**config.mk**
```make
export PLATFORM = sky130hd
export DESIGN_NAME = pc_fetch_stage_flat
export DESIGN_NICKNAME = d
export VERILOG_FILES = /design/src/rtl/pc_fetch_stage_pkg.sv /design/src/rtl/pc_fetch_stage_if.sv /design/src/rtl/pc_fetch_stage_pc_reg.sv /design/src/rtl/pc_fetch_stage.sv /design/src/flat_wrapper.sv
export SDC_FILE = /design/constraint.sdc
export NUM_CORES = 1
export LEC_CHECK = 0
export CAP_MARGIN = 20
export CORE_MARGIN = 10
export CORE_UTILIZATION = 24
export CTS_CLUSTER_DIAMETER = 40
export CTS_CLUSTER_SIZE = 8
export DETAILED_ROUTE_END_ITERATION = 8
export PLACE_DENSITY = 0.45
export SLEW_MARGIN = 20
export SYNTH_ARGS = -nofsm -noshare
export SYNTH_HDL_FRONTEND = slang
export SYNTH_HIERARCHICAL = 1
export SYNTH_SLANG_ARGS = --single-unit
```
**constraint.sdc**
```tcl
create_clock -name clk -period 2.9 [get_ports clk]
set_clock_uncertainty 0.15 [all_clocks]
set_input_delay 0.58 -clock clk [delete_from_list [all_inputs] [get_ports clk]]
set_output_delay 0.58 -clock clk [all_outputs]
set_load 0.02 [all_outputs]
```
**src/rtl/pc_fetch_stage_pkg.sv**
```systemverilog
// ---------------------------------------------------------------------------
// pc_fetch_stage_pkg
// Shared definitions for the program-counter / instruction-fetch stage:
//   XLEN          - PC and instruction width
//   RESET_PC      - PC loaded by reset
//   PC_STEP       - sequential PC increment
//   NOP           - canonical no-op instruction word, handy for benches
//   fetch_state_t - fetch FSM state encoding
// ---------------------------------------------------------------------------
package pc_fetch_stage_pkg;

    localparam int          XLEN     = 32;
    localparam logic [31:0] RESET_PC = 32'h0000_0000;
    localparam int          PC_STEP  = 4;
    localparam logic [31:0] NOP      = 32'h0000_0013;

    // IDLE: post-reset settle cycle
    // REQ : presenting a request to instruction memory
    // WAIT: one request accepted, response pending
    // DROP: one request accepted, but its response belongs to a squashed fetch
    typedef enum logic [1:0] {
        IDLE = 2'd0,
        REQ  = 2'd1,
        WAIT = 2'd2,
        DROP = 2'd3
    } fetch_state_t;

endpackage

```
**src/rtl/pc_fetch_stage_if.sv**
```systemverilog
// ---------------------------------------------------------------------------
// pc_fetch_stage_if
// Bundles every non-clock signal of the fetch stage.
//   redirect, pc_next         - next-PC mux select / output (into fetch)
//   pc_plus_step              - sequential PC, feeds mux input a (out of fetch)
//   imem_req_valid/addr/ready - instruction memory request channel
//   imem_rsp_valid/data       - instruction memory response strobe (no backpressure)
//   if_valid/if_pc/if_instr   - registered decode slot
//   id_ready                  - decode consumes the slot
// master: the fetch stage.  slave: memory, decode and next-PC mux side.
// ---------------------------------------------------------------------------
interface pc_fetch_stage_if #(
    parameter int XLEN = pc_fetch_stage_pkg::XLEN
);

    logic            redirect;
    logic [XLEN-1:0] pc_next;
    logic [XLEN-1:0] pc_plus_step;

    logic            imem_req_valid;
    logic [XLEN-1:0] imem_req_addr;
    logic            imem_req_ready;

    logic            imem_rsp_valid;
    logic [XLEN-1:0] imem_rsp_data;

    logic            if_valid;
    logic [XLEN-1:0] if_pc;
    logic [XLEN-1:0] if_instr;
    logic            id_ready;

    modport master (
        input  redirect,
        input  pc_next,
        output pc_plus_step,
        output imem_req_valid,
        output imem_req_addr,
        input  imem_req_ready,
        input  imem_rsp_valid,
        input  imem_rsp_data,
        output if_valid,
        output if_pc,
        output if_instr,
        input  id_ready
    );

    modport slave (
        output redirect,
        output pc_next,
        input  pc_plus_step,
        input  imem_req_valid,
        input  imem_req_addr,
        output imem_req_ready,
        output imem_rsp_valid,
        output imem_rsp_data,
        input  if_valid,
        input  if_pc,
        input  if_instr,
        output id_ready
    );

endinterface

```
**src/rtl/pc_fetch_stage_pc_reg.sv**
```systemverilog
// ---------------------------------------------------------------------------
// pc_reg
// XLEN-wide program-counter register with synchronous active-high reset to
// RESET_PC and a load enable.
//   clk  - clock
//   rst  - synchronous reset, loads RESET_PC
//   load - capture d on this edge
//   d    - next PC value
//   q    - current PC
// ---------------------------------------------------------------------------
module pc_reg #(
    parameter int              XLEN     = 32,
    parameter logic [XLEN-1:0] RESET_PC = '0
) (
    input  logic            clk,
    input  logic            rst,
    input  logic            load,
    input  logic [XLEN-1:0] d,
    output logic [XLEN-1:0] q
);

    always_ff @(posedge clk) begin
        if (rst) begin
            q <= RESET_PC;
        end else if (load) begin
            q <= d;
        end
    end

endmodule

```
**src/rtl/pc_fetch_stage.sv**
```systemverilog
// ---------------------------------------------------------------------------
// pc_fetch_stage
// Holds the architectural fetch PC, issues single-outstanding requests to
// instruction memory and presents fetched instructions to decode through a
// registered valid/ready slot. The next-PC select mux lives in the parent:
// this block drives its input a (pc_plus_step) and consumes its output y
// (pc_next) whenever redirect (the mux select) is high.
//   clk - single clock, rising edge
//   rst - synchronous active-high reset
//   bus - pc_fetch_stage_if master modport (see interface for signal list)
// ---------------------------------------------------------------------------
module pc_fetch_stage #(
    parameter int              XLEN     = pc_fetch_stage_pkg::XLEN,
    parameter logic [XLEN-1:0] RESET_PC = pc_fetch_stage_pkg::RESET_PC,
    parameter int              PC_STEP  = pc_fetch_stage_pkg::PC_STEP
) (
    input  logic             clk,
    input  logic             rst,
    pc_fetch_stage_if.master bus
);

    import pc_fetch_stage_pkg::*;

    fetch_state_t    state;
    fetch_state_t    state_next;

    logic [XLEN-1:0] pc;
    logic [XLEN-1:0] pc_d;
    logic [XLEN-1:0] pc_plus;
    logic [XLEN-1:0] fetch_pc;
    logic            pc_load;
    logic            handshake;
    logic            redirect_act;
    logic            slot_load;

    // Redirect is ignored in IDLE; everywhere else it wins over all other events.
    assign redirect_act = bus.redirect && (state != IDLE);

    // Only request when the slot will be free by the time the response lands:
    // either it is empty now or decode is draining it this cycle.
    assign bus.imem_req_valid = (state == REQ) && (!bus.if_valid || bus.id_ready);
    assign handshake          = bus.imem_req_valid && bus.imem_req_ready;

    // Unsigned XLEN-bit add, wraps silently at the top of the address space.
    assign pc_plus           = pc + XLEN'(PC_STEP);
    assign bus.pc_plus_step  = pc_plus;
    assign bus.imem_req_addr = pc;

    // Redirect has priority over the sequential advance of an accepted request.
    assign pc_load = redirect_act || handshake;
    assign pc_d    = redirect_act ? bus.pc_next : pc_plus;

    // A response is kept only if it belongs to the live fetch and no redirect
    // squashes it in the same cycle.
    assign slot_load = (state == WAIT) && bus.imem_rsp_valid && !redirect_act;

    pc_reg #(
        .XLEN     (XLEN),
        .RESET_PC (RESET_PC)
    ) u_pc_reg (
        .clk  (clk),
        .rst  (rst),
        .load (pc_load),
        .d    (pc_d),
        .q    (pc)
    );

    always_ff @(posedge clk) begin
        if (rst) begin
            state <= IDLE;
        end else begin
            state <= state_next;
        end
    end

    // A response seen in IDLE or REQ can only be a leftover from before reset,
    // so those states never look at imem_rsp_valid.
    always_comb begin
        state_next = state;
        unique case (state)
            IDLE: begin
                state_next = REQ;
            end
            REQ: begin
                if (handshake) begin
                    state_next = redirect_act ? DROP : WAIT;
                end
            end
            WAIT: begin
                if (bus.imem_rsp_valid) begin
                    state_next = REQ;
                end else if (redirect_act) begin
                    state_next = DROP;
                end
            end
            DROP: begin
                if (bus.imem_rsp_valid) begin
                    state_next = REQ;
                end
            end
            default: begin
                state_next = IDLE;
            end
        endcase
    end

    // PC of the in-flight request, attached to its instruction on return.
    always_ff @(posedge clk) begin
        if (rst) begin
            fetch_pc <= '0;
        end else if (handshake) begin
            fetch_pc <= pc;
        end
    end

    // Decode slot: a load takes precedence over a same-cycle consume, and a
    // redirect empties the slot regardless of either.
    always_ff @(posedge clk) begin
        if (rst) begin
            bus.if_valid <= 1'b0;
            bus.if_pc    <= '0;
            bus.if_instr <= '0;
        end else if (redirect_act) begin
            bus.if_valid <= 1'b0;
        end else if (slot_load) begin
            bus.if_valid <= 1'b1;
            bus.if_pc    <= fetch_pc;
            bus.if_instr <= bus.imem_rsp_data;
        end else if (bus.if_valid && bus.id_ready) begin
            bus.if_valid <= 1'b0;
        end
    end

endmodule

```
**src/flat_wrapper.sv**
```systemverilog
// flat-port wrapper written by rule: the top's interface ports become plain ports
module pc_fetch_stage_flat import pc_fetch_stage_pkg::*;
#(
    parameter int              XLEN     = pc_fetch_stage_pkg::XLEN,
    parameter logic [XLEN-1:0] RESET_PC = pc_fetch_stage_pkg::RESET_PC,
    parameter int              PC_STEP  = pc_fetch_stage_pkg::PC_STEP
)
  (clk, rst, bus_redirect, bus_pc_next, bus_pc_plus_step, bus_imem_req_valid, bus_imem_req_addr, bus_imem_req_ready, bus_imem_rsp_valid, bus_imem_rsp_data, bus_if_valid, bus_if_pc, bus_if_instr, bus_id_ready);
  pc_fetch_stage_if #(.XLEN(XLEN)) bus_i ();
  input  logic clk;
  input  logic rst;
  input wire logic [$bits(bus_i.redirect)-1:0] bus_redirect;
  input wire logic [$bits(bus_i.pc_next)-1:0] bus_pc_next;
  output wire logic [$bits(bus_i.pc_plus_step)-1:0] bus_pc_plus_step;
  output wire logic [$bits(bus_i.imem_req_valid)-1:0] bus_imem_req_valid;
  output wire logic [$bits(bus_i.imem_req_addr)-1:0] bus_imem_req_addr;
  input wire logic [$bits(bus_i.imem_req_ready)-1:0] bus_imem_req_ready;
  input wire logic [$bits(bus_i.imem_rsp_valid)-1:0] bus_imem_rsp_valid;
  input wire logic [$bits(bus_i.imem_rsp_data)-1:0] bus_imem_rsp_data;
  output wire logic [$bits(bus_i.if_valid)-1:0] bus_if_valid;
  output wire logic [$bits(bus_i.if_pc)-1:0] bus_if_pc;
  output wire logic [$bits(bus_i.if_instr)-1:0] bus_if_instr;
  input wire logic [$bits(bus_i.id_ready)-1:0] bus_id_ready;
  assign bus_i.redirect = bus_redirect;
  assign bus_i.pc_next = bus_pc_next;
  assign bus_pc_plus_step = bus_i.pc_plus_step;
  assign bus_imem_req_valid = bus_i.imem_req_valid;
  assign bus_imem_req_addr = bus_i.imem_req_addr;
  assign bus_i.imem_req_ready = bus_imem_req_ready;
  assign bus_i.imem_rsp_valid = bus_imem_rsp_valid;
  assign bus_i.imem_rsp_data = bus_imem_rsp_data;
  assign bus_if_valid = bus_i.if_valid;
  assign bus_if_pc = bus_i.if_pc;
  assign bus_if_instr = bus_i.if_instr;
  assign bus_i.id_ready = bus_id_ready;
  pc_fetch_stage #(.XLEN(XLEN), .RESET_PC(RESET_PC), .PC_STEP(PC_STEP)) u_core (.clk(clk), .rst(rst), .bus(bus_i));
endmodule
```
# Word level (Yosys, flattened, before mapping)
# Index checks and enable logic that the tools add are counted.
word_totals:
  register_bits: 131
  output_inout_bits: 130
classes:
  add_sub_neg: 1
  eq_ne: 6
  n_mux: 9
  n_bitwise: 1
  n_reduce_logical: 16
op_table:
  columns: ["cell", "n"]
  rows:
  - ["32-bit by 3-bit adder with 32-bit output (second input constant)", 1]
  - ["32-bit 2-to-1 mux", 1]
  - ["2-bit 2-to-1 mux", 4]
  - ["2-bit one-hot mux with 4 select lines", 1]
  - ["1-bit logical AND", 6]
  - ["2-bit == test (second input constant)", 2]
  - ["2-bit nonzero test", 2]
  - ["1-bit 2-to-1 mux", 3]
  - ["3-bit by 2-bit inequality test with 1-bit output (second input constant)", 1]
  - ["3-bit AND reduction", 1]
  - ["2-bit by 1-bit == test with 1-bit output (second input constant)", 1]
  - ["1-bit zero test", 2]
  - ["2-bit zero test", 1]
  - ["1-bit logical OR", 2]
  - ["2-bit by 1-bit inequality test with 1-bit output (second input constant)", 1]
  - ["2-bit inequality test (second input constant)", 1]
  - ["2-bit AND reduction", 1]
  - ["2-bit OR reduction", 1]
  - ["1-bit inverter", 1]

# Depth between registers and ports, before layout
# Gate-level depths: netlist (run 1).
depth:
  depth_word: 6
  ltp_mapped: 10
  ltp_nobuf: 8

# Modules after synthesis
# Netlist (run 1), hierarchy kept.
modules_own_cells:
  columns: ["module", "n_inst", "cells_per_inst", "area_per_inst_um2", "seq_area_each_um2"]
  rows:
  - ["pc_fetch_stage", 1, 588, 4456.8, 1981.9]
  - ["pc_reg", 1, 103, 1163.6, 640.6]

# Worst setup path after synthesis (run 1)
# OpenSTA, ideal clock, no wires.
synth_timing:
  kind: "register -> output"
  from: "register u_core.u_pc_reg.q[2]"
  to: "output bus_pc_plus_step[14]"
  t_arrival_ns: 1.797
  required_ns: 2.170
  path_slack_ns: 0.373
  stages_incl_launch_ff: 6
  n_path_buf: 0
  cell_sequence: "dfxtp_1 > ha_1 > nand3_1 > nor3_1 > nand3_1 > xnor2_1"
synth_between:
  elab_chain_cells: 1
synth_rtl:
  columns: ["element", "line", "rtl"]
  rows:
  - ["start, declared", "pc_fetch_stage_pc_reg.sv:19", "output logic [XLEN-1:0] q"]
  - ["start signal, assigned", "pc_fetch_stage_pc_reg.sv:24", "q <= RESET_PC;"]
  - ["start signal, assigned", "pc_fetch_stage_pc_reg.sv:26", "q <= d;"]
  - ["32-bit by 3-bit adder with 32-bit output", "pc_fetch_stage.sv:45", "assign pc_plus = pc + XLEN'(PC_STEP);"]
  - ["end, declared", "flat_wrapper.sv:14", "output wire logic [$bits(bus_i.pc_plus_step)-1:0] bus_pc_plus_step;"]
# No other way between the ends.

# Final worst setup path (run 1)
layout_timing:
  from: "register u_core.u_pc_reg.q[3]"
  to: "output bus_pc_plus_step[16]"
# Same word-level chain as after synthesis.

==> flow_metrics.tcl, run 1 <==
set metrics [dict create \
    status "complete, no violations" \
    diodes 0 \
    via_count 5209 \
    min_path_type "reg -> reg" \
    fmax_ghz 0.364 \
    min-delay-start "u_core/fetch_pc[15]$_SDFFE_PP0P_" \
    chipHeight_um 173 \
    layout_commonest_cell "nand2_1" \
    yosysSeqAreaShare 0.467 \
    drc 0 \
    powerDensity_mw_per_mm2 676 \
    wl_met2_mm 8.83 \
    ir_drop_mv 0.336 \
    start_util 0.246 \
    drive_gt1_frac 0.150 \
    numCtsBuffers 17 \
    synth_seq_cells 131 \
    setup_viol 0 \
    pre_cts_ws_ns 0.0376 \
    crit_path_top_delay_cell "dlygate4sd2_1" \
    hold_ws_ns 0.299 \
    ios 200 \
    clock-sinks 131 \
    cp_cell_sequence "ha_2, nand3_2, nor4_2, xor2_1, dlygate4sd2_1" \
    grt_max_degree 76 \
    synth_top_cell_by_area "dfxtp_1" \
    slowest_delay_ns 0.38 \
    netlist_area_mm2 0.00562 \
    min_period_ns 2.75 \
    endpoint_kind "output pin" \
    areaGrowthSynthToFinish_pct 55.7 \
    dieArea_mm2 0.0299 \
    syn-num-nets 766 \
    rsz0062_at_grt "false" \
    critPathBufInv 1 \
    routedWlPerCell_um 16.4 \
    final-max-slew-violation-count 0 \
    final_core_util 0.383 \
    rr_startpoint "u_core/state[0]$_SDFFE_PP0P_" \
    dr_wl_met3_mm 1.14 \
    reg2reg_slack_ns 0.80 \
    p_leak_nw 3.26 \
    fin_crit_sh 0.947 \
    worst_slack_ns 0.155 \
    port_buffers 199 \
    arrival_ns 2.02 \
    synthCells 691 \
    gr-total-overflow 0 \
    reg2regPathDepth 7 \
    fp.dieW_um 173 \
    wl_mm 20.3 \
    cts.path.max_buffers 2 \
    grt_pass1_wl_mm 32.0 \
    met1_length_mm 10.1 \
    tightest_slew_ns 0.432 \
    syn_avg_cell_area_um2 8.13 \
    power_mw 5.91 \
    hpwl_mm 14.6 \
    min_to "u_core/bus.if_pc[15]$_SDFFE_PP0P_" \
    dr.pass1.iters 4 \
    crit_required_ns 2.17 \
    grtUsageTotal 0.133 \
    drv_cap 0 \
    antenna_found_initial 0 \
    cts_tree "built" \
    layout_common_cells "nand2_1 (213), clkdlybuf4s50_1 (172), dfxtp_1 (131)" \
    synth_top_cell_area_share 0.467 \
    ctsHtreeMaxLevel 4 \
    final_antenna_net_count 0 \
    slew_headroom 0.712 \
    nNetsFinal 984 \
    synth_area_leaders "dfxtp_1 (47%), nand2_1 (14%), a21oi_1 (8.9%), mux2i_1 (5.7%), mux2_2 (4.8%)" \
    fin_setup_tns_ns 0 \
    r2r_end "u_core/state[1]$_SDFFE_PP0P_" \
    drt_iter0_drc 278 \
    cts-root-buf "clkbuf_16" \
    top_layer "met4" \
    whs_path_depth 2 \
    routabilityCongestion 0.774 \
    yosysWarnings 6 \
    path_clk_slew_ns 0.05 \
    ys_types 32 \
    grt_pass1_vias 5339 \
    clk-insertion-delay-late_ns 0.41 \
    cp_top_family "simple AND/OR/NAND/NOR gates" \
    rows 55 \
    worst-path-max-fanout 4 \
    crit_path_start_kind "register" \
    vias_per_cell 4.22 \
    core_area_mm2 0.0228 \
    hold_viol_final 0 \
    path_class "reg -> out" \
]
worst max-delay path by stage:
stage / from / end / cells after the start
after floorplan: u_core/u_pc_reg/q[2]$_SDFFE_PP0P_ / bus_pc_plus_step[14] / 5
after global placement: u_core/u_pc_reg/q[3]$_SDFFE_PP0P_ / bus_pc_plus_step[14] / 7
after detailed placement: u_core/u_pc_reg/q[3]$_SDFFE_PP0P_ / bus_pc_plus_step[30] / 6
after CTS: u_core/u_pc_reg/q[3]$_SDFFE_PP0P_ / bus_pc_plus_step[14] / 7
after global routing: u_core/u_pc_reg/q[6]$_SDFFE_PP0P_ / bus_pc_plus_step[20] / 7
final: u_core/u_pc_reg/q[3]$_SDFFE_PP0P_ / bus_pc_plus_step[16] / 5
synthesized netlist by cell type:
library cell,number
a2111oi_0,1
a211oi_1,1
a21oi_1,100
and2_0,1
and2_1,1
and3_1,5
and4_1,1
buf_1,7
buf_12,3
buf_2,2
buf_4,2
buf_6,1
clkbuf_1,32
dfxtp_1,131
ha_1,5
inv_1,6
mux2_2,24
mux2i_1,32
nand2_1,214
nand2b_1,2
nand3_1,14
nand4_1,11
nand4_4,1
nor2_1,56
nor2b_1,1
nor3_1,3
nor4_1,3
nor4_4,1
o2bb2ai_1,1
or3b_2,1
xnor2_1,22
xor2_1,6
worst register-to-register path, cell delays in order (launching register included):
cell       delay (ns)
dfxtp_1          0.36
inv_1            0.09
ha_1             0.21
nand2b_2         0.29
a21oi_1          0.20
o2bb2ai_1        0.14
or3b_2           0.46
a21oi_1          0.14
per-stage QoR:
step / instances / instance area [µm²]
after floorplan: 691 / 5620
after global placement: 1202 / 8170
after detailed placement: 1202 / 8170
after CTS: 1234 / 8780
after global routing: 1234 / 8750
final: 1234 / 8750
cells by family after synthesis:
family	count (synthesis)	share of synthesized area
and+or+nand+nor	315	0.233
xor gates and xnor gates	28	0.0436
muxes	56	0.105
AOI/OAI and AO/OA	103	0.0935
DFF	131	0.467
adders and majority gates	5	0.0111
buffers and inverters	53	0.0472
area by class of cell:
type                       count  area, µm²
sequential                   131       2620
clock buffer                  21        480
multi-input combinational    507       2800
clock inverter                10        130
inverter                       6       22.5
timing repair buffer         246       2300
fill                        2477      14100
tap                          313        392
metal layers:
metal / vias to the layer above / global-route usage
met5: - / 0
li1: 2712 / -
met4: 0 / 0.0356
met1: 2337 / 0.176
met3: 11 / 0.0412
met2: 149 / 0.204
sequential cells by signal (all words and copies together) (netlist names):
signal,count
u_core/bus.if_pc,32
u_core/bus.if_instr,32
u_core/u_pc_reg/q,32
u_core/state,2
u_core/bus.if_valid,1
u_core/fetch_pc,32
power breakdown:
part,switching [mW],total (mW),leakage [nW],internal [mW]
combinational,0.947,1.73,1.91,0.782
clock,0.775,2.21,0.300,1.43
sequential,0.0772,1.98,1.06,1.90
total,1.80,5.91,3.26,4.12
repair_timing:
action	in CTS	in global routing
gates resized for setup	37	45
hold buffers	0	0
gates cloned	0	0
hold endpoints to repair	0	0
pin swaps	1	0
buffers inserted	1	0
endpoints found under the setup margin	24	23
Power figures use the tool's default switching activity.
==> run 2, diff against run 1 <==
- ABC_AREA: not set -> 1
- HOLD_SLACK_MARGIN: not set -> 0.05
- PLACE_DENSITY: 0.45 -> 0.44
==> flow_metrics.tcl, run 2 <==
set metrics [dict create \
    final-max-slew-violation-count 0 \
    drv_cap 0 \
    core_area_mm2 0.0251 \
    synthCells 898 \
    path_clk_slew_ns 0.06 \
    synth_commonest_cells "nand2_1 (245), nor2_1 (162), dfxtp_1 (131)" \
    crit_top_cell "nand2_1" \
    grtUsageTotal 0.135 \
    fin_crit_sh 0.949 \
    cts-root-buf "clkbuf_16" \
    syn-num-nets 973 \
    cts.path.max_buffers 2 \
    ys_types 27 \
    gr-total-overflow 0 \
    routabilityCongestion 0.766 \
    hold_ws_ns 0.297 \
    hpwl_mm 16.4 \
    pre_cts_ws_ns 0.204 \
    antenna_found_initial 1 \
    status "complete, no violations" \
    yosysSeqAreaShare 0.430 \
    numCtsBuffers 17 \
    clock-sinks 131 \
    grt_pass1_wl_mm 35.1 \
    syn_avg_cell_area_um2 6.80 \
    start_util 0.243 \
    setup_viol 0 \
    fp.dieW_um 180 \
    synth_most_common_cell "nand2_1" \
    synth_top_cell_area_share 0.430 \
    arrival_ns 2.02 \
    rows 58 \
    dieArea_mm2 0.0322 \
    crit_path_start_kind "register" \
    netlist_area_mm2 0.00611 \
    dr.pass1.iters 4 \
    grt_pass1_vias 5884 \
    cts_tree "built" \
    cp_top_family "simple AND/OR/NAND/NOR gates" \
    routedWlPerCell_um 15.3 \
    drt_iter0_drc 253 \
    crit_required_ns 2.17 \
    diodes 0 \
    hold_viol_final 0 \
    layout_common_cells "nand2_1 (242), clkdlybuf4s50_1 (172), nor2_1 (160)" \
    dpl_cell_area_mm2 0.00862 \
    slew_headroom 0.653 \
    vias_per_cell 4.14 \
    cp_cell_sequence "ha_1, nand2_1, nor2_2, nand2_1, nor2_4, buf_4, nand2_1, nand2_1, and2_1, clkbuf_2" \
    areaGrowthSynthToFinish_pct 51.4 \
    wl_mm 22.3 \
    powerDensity_mw_per_mm2 1030 \
    worst-path-max-fanout 4 \
    critPathBufInv 2 \
    fin_setup_tns_ns 0 \
    synth_seq_cells 131 \
    dp.cells 1417 \
    fmax_ghz 0.363 \
    drive_gt1_frac 0.103 \
    ir_drop_mv 0.374 \
    nNetsFinal 1185 \
    endpoint_kind "output pin" \
    ios 200 \
    grt_max_degree 96 \
    slowest_delay_ns 0.34 \
    holdBufCountCts 0 \
    synth_edf_count 0 \
    path_class "reg -> out" \
    tightest_slew_ns 0.520 \
    ctsHtreeMaxLevel 4 \
    chipHeight_um 180 \
    yosysWarnings 6 \
    n_fill_cell 2735 \
    drc 0 \
    synth_top_cell_by_area "dfxtp_1" \
    min_path_type "reg -> reg" \
    via_count 6020 \
    final_antenna_net_count 0 \
    layout_commonest_cell "nand2_1" \
    crit_path_top_delay_cell "dfxtp_1" \
    synth_flop_cell "dfxtp_1" \
    fin_area_mm2 0.00925 \
    p_leak_nw 4.03 \
    synthArstFlopShare 0 \
    stdcell_count 1453 \
    worst_slack_ns 0.147 \
    synth_area_leaders "dfxtp_1 (43%), nand2_1 (15%), nor2_1 (10%), o21ai_0 (7.9%), inv_1 (5.3%)" \
    clk-insertion-delay-late_ns 0.41 \
    rsz0062_at_grt "true" \
    port_buffers 199 \
    min_period_ns 2.75 \
]
run 2: cell types whose count changed after synthesis, sizes merged, moves of 5 or more:
cell,change
a21oi,-34
and3,-5
buf,+8
clkbuf,-7
inv,+81
mux2,-24
mux2i,-32
nand2,+36
nand3b,+7
nand4,-12
nor2,+117
o21ai,+98
xnor2,-17
run 2: tightest hold or removal path: stages (launching register included):
cell     delay (ns)
dfxtp_1        0.30
inv_1          0.06
a21oi_1        0.05
run 2: cells by family after synthesis:
| logic type | count (synthesis) | share of synthesized area |
|---|---|---|
| adders and majority gates | 5 | 0.0102 |
| DFF | 131 | 0.430 |
| AOI/OAI and AO/OA | 165 | 0.136 |
| xor gates and xnor gates | 15 | 0.0277 |
| and+or+nand+nor | 446 | 0.300 |
| buffers and inverters | 136 | 0.0963 |
run 2: final timing paths:
check	end	startpoint	slack, ns	cells past startpoint
max reg2reg	u_core/state[1]$_SDFFE_PP0P_	u_core/state[0]$_SDFFE_PP0P_	0.90	10
max	bus_pc_plus_step[22]	u_core/u_pc_reg/q[2]$_SDFFE_PP0P_	0.15	10
min reg2reg	u_core/bus.if_pc[7]$_SDFFE_PP0P_	u_core/fetch_pc[7]$_SDFFE_PP0P_	0.30	2
min	u_core/bus.if_pc[7]$_SDFFE_PP0P_	u_core/fetch_pc[7]$_SDFFE_PP0P_	0.30	2
run 2: timing repair:
| item | 4_1_cts | 5_1_grt |
|---|---|---|
| gates resized for setup | 28 | 29 |
| endpoints found under the setup margin | 25 | 17 |
| setup buffers | 1 | 3 |
| pin swaps | 2 | 3 |
run 2: final cells by class:
cell class / count / area [µm²] / area share
clock inverters: 14 / 195 / 0.0211
repair buffers: 241 / 2320 / 0.251
multi-input cells: 631 / 2920 / 0.316
well taps: 330 / 413 / 0.0447
flip-flops and latches: 131 / 2630 / 0.284
clock buffers: 18 / 439 / 0.0475
inverters: 88 / 330 / 0.0357
run 2: power by group:
group / switching (mW) / internal (mW) / total, mW
combinational: 2.67 / 1.85 / 4.52
clock: 0.849 / 1.47 / 2.32
sequential: 0.382 / 2.31 / 2.69
total: 3.90 / 5.63 / 9.54
run 2: through the flow:
stage / util / total power, mW
6_report: 0.368 / 9.54
5_1_grt: 0.368 / 10.3
4_1_cts: 0.368 / 9.73
3_5_place_dp: 0.343 / 7.44
3_3_place_gp: 0.343 / 7.44
2_1_floorplan: - / 5.26
run 2: routing by layer:
layer / GRT usage / routed length [µm] / up-vias
li1: - / - / 3203
met1: 0.178 / 10900 / 2655
met2: 0.210 / 9890 / 153
met3: 0.0418 / 1360 / 9
met4: 0.0327 / 167 / 0
met5: 0 / 0 / -
==> run 3, diff against run 2 <==
- GPL_ROUTABILITY_DRIVEN: not set -> 1
==> results of run 3 <==
The final DEF is identical to that of run 2; final timing and power are the same.
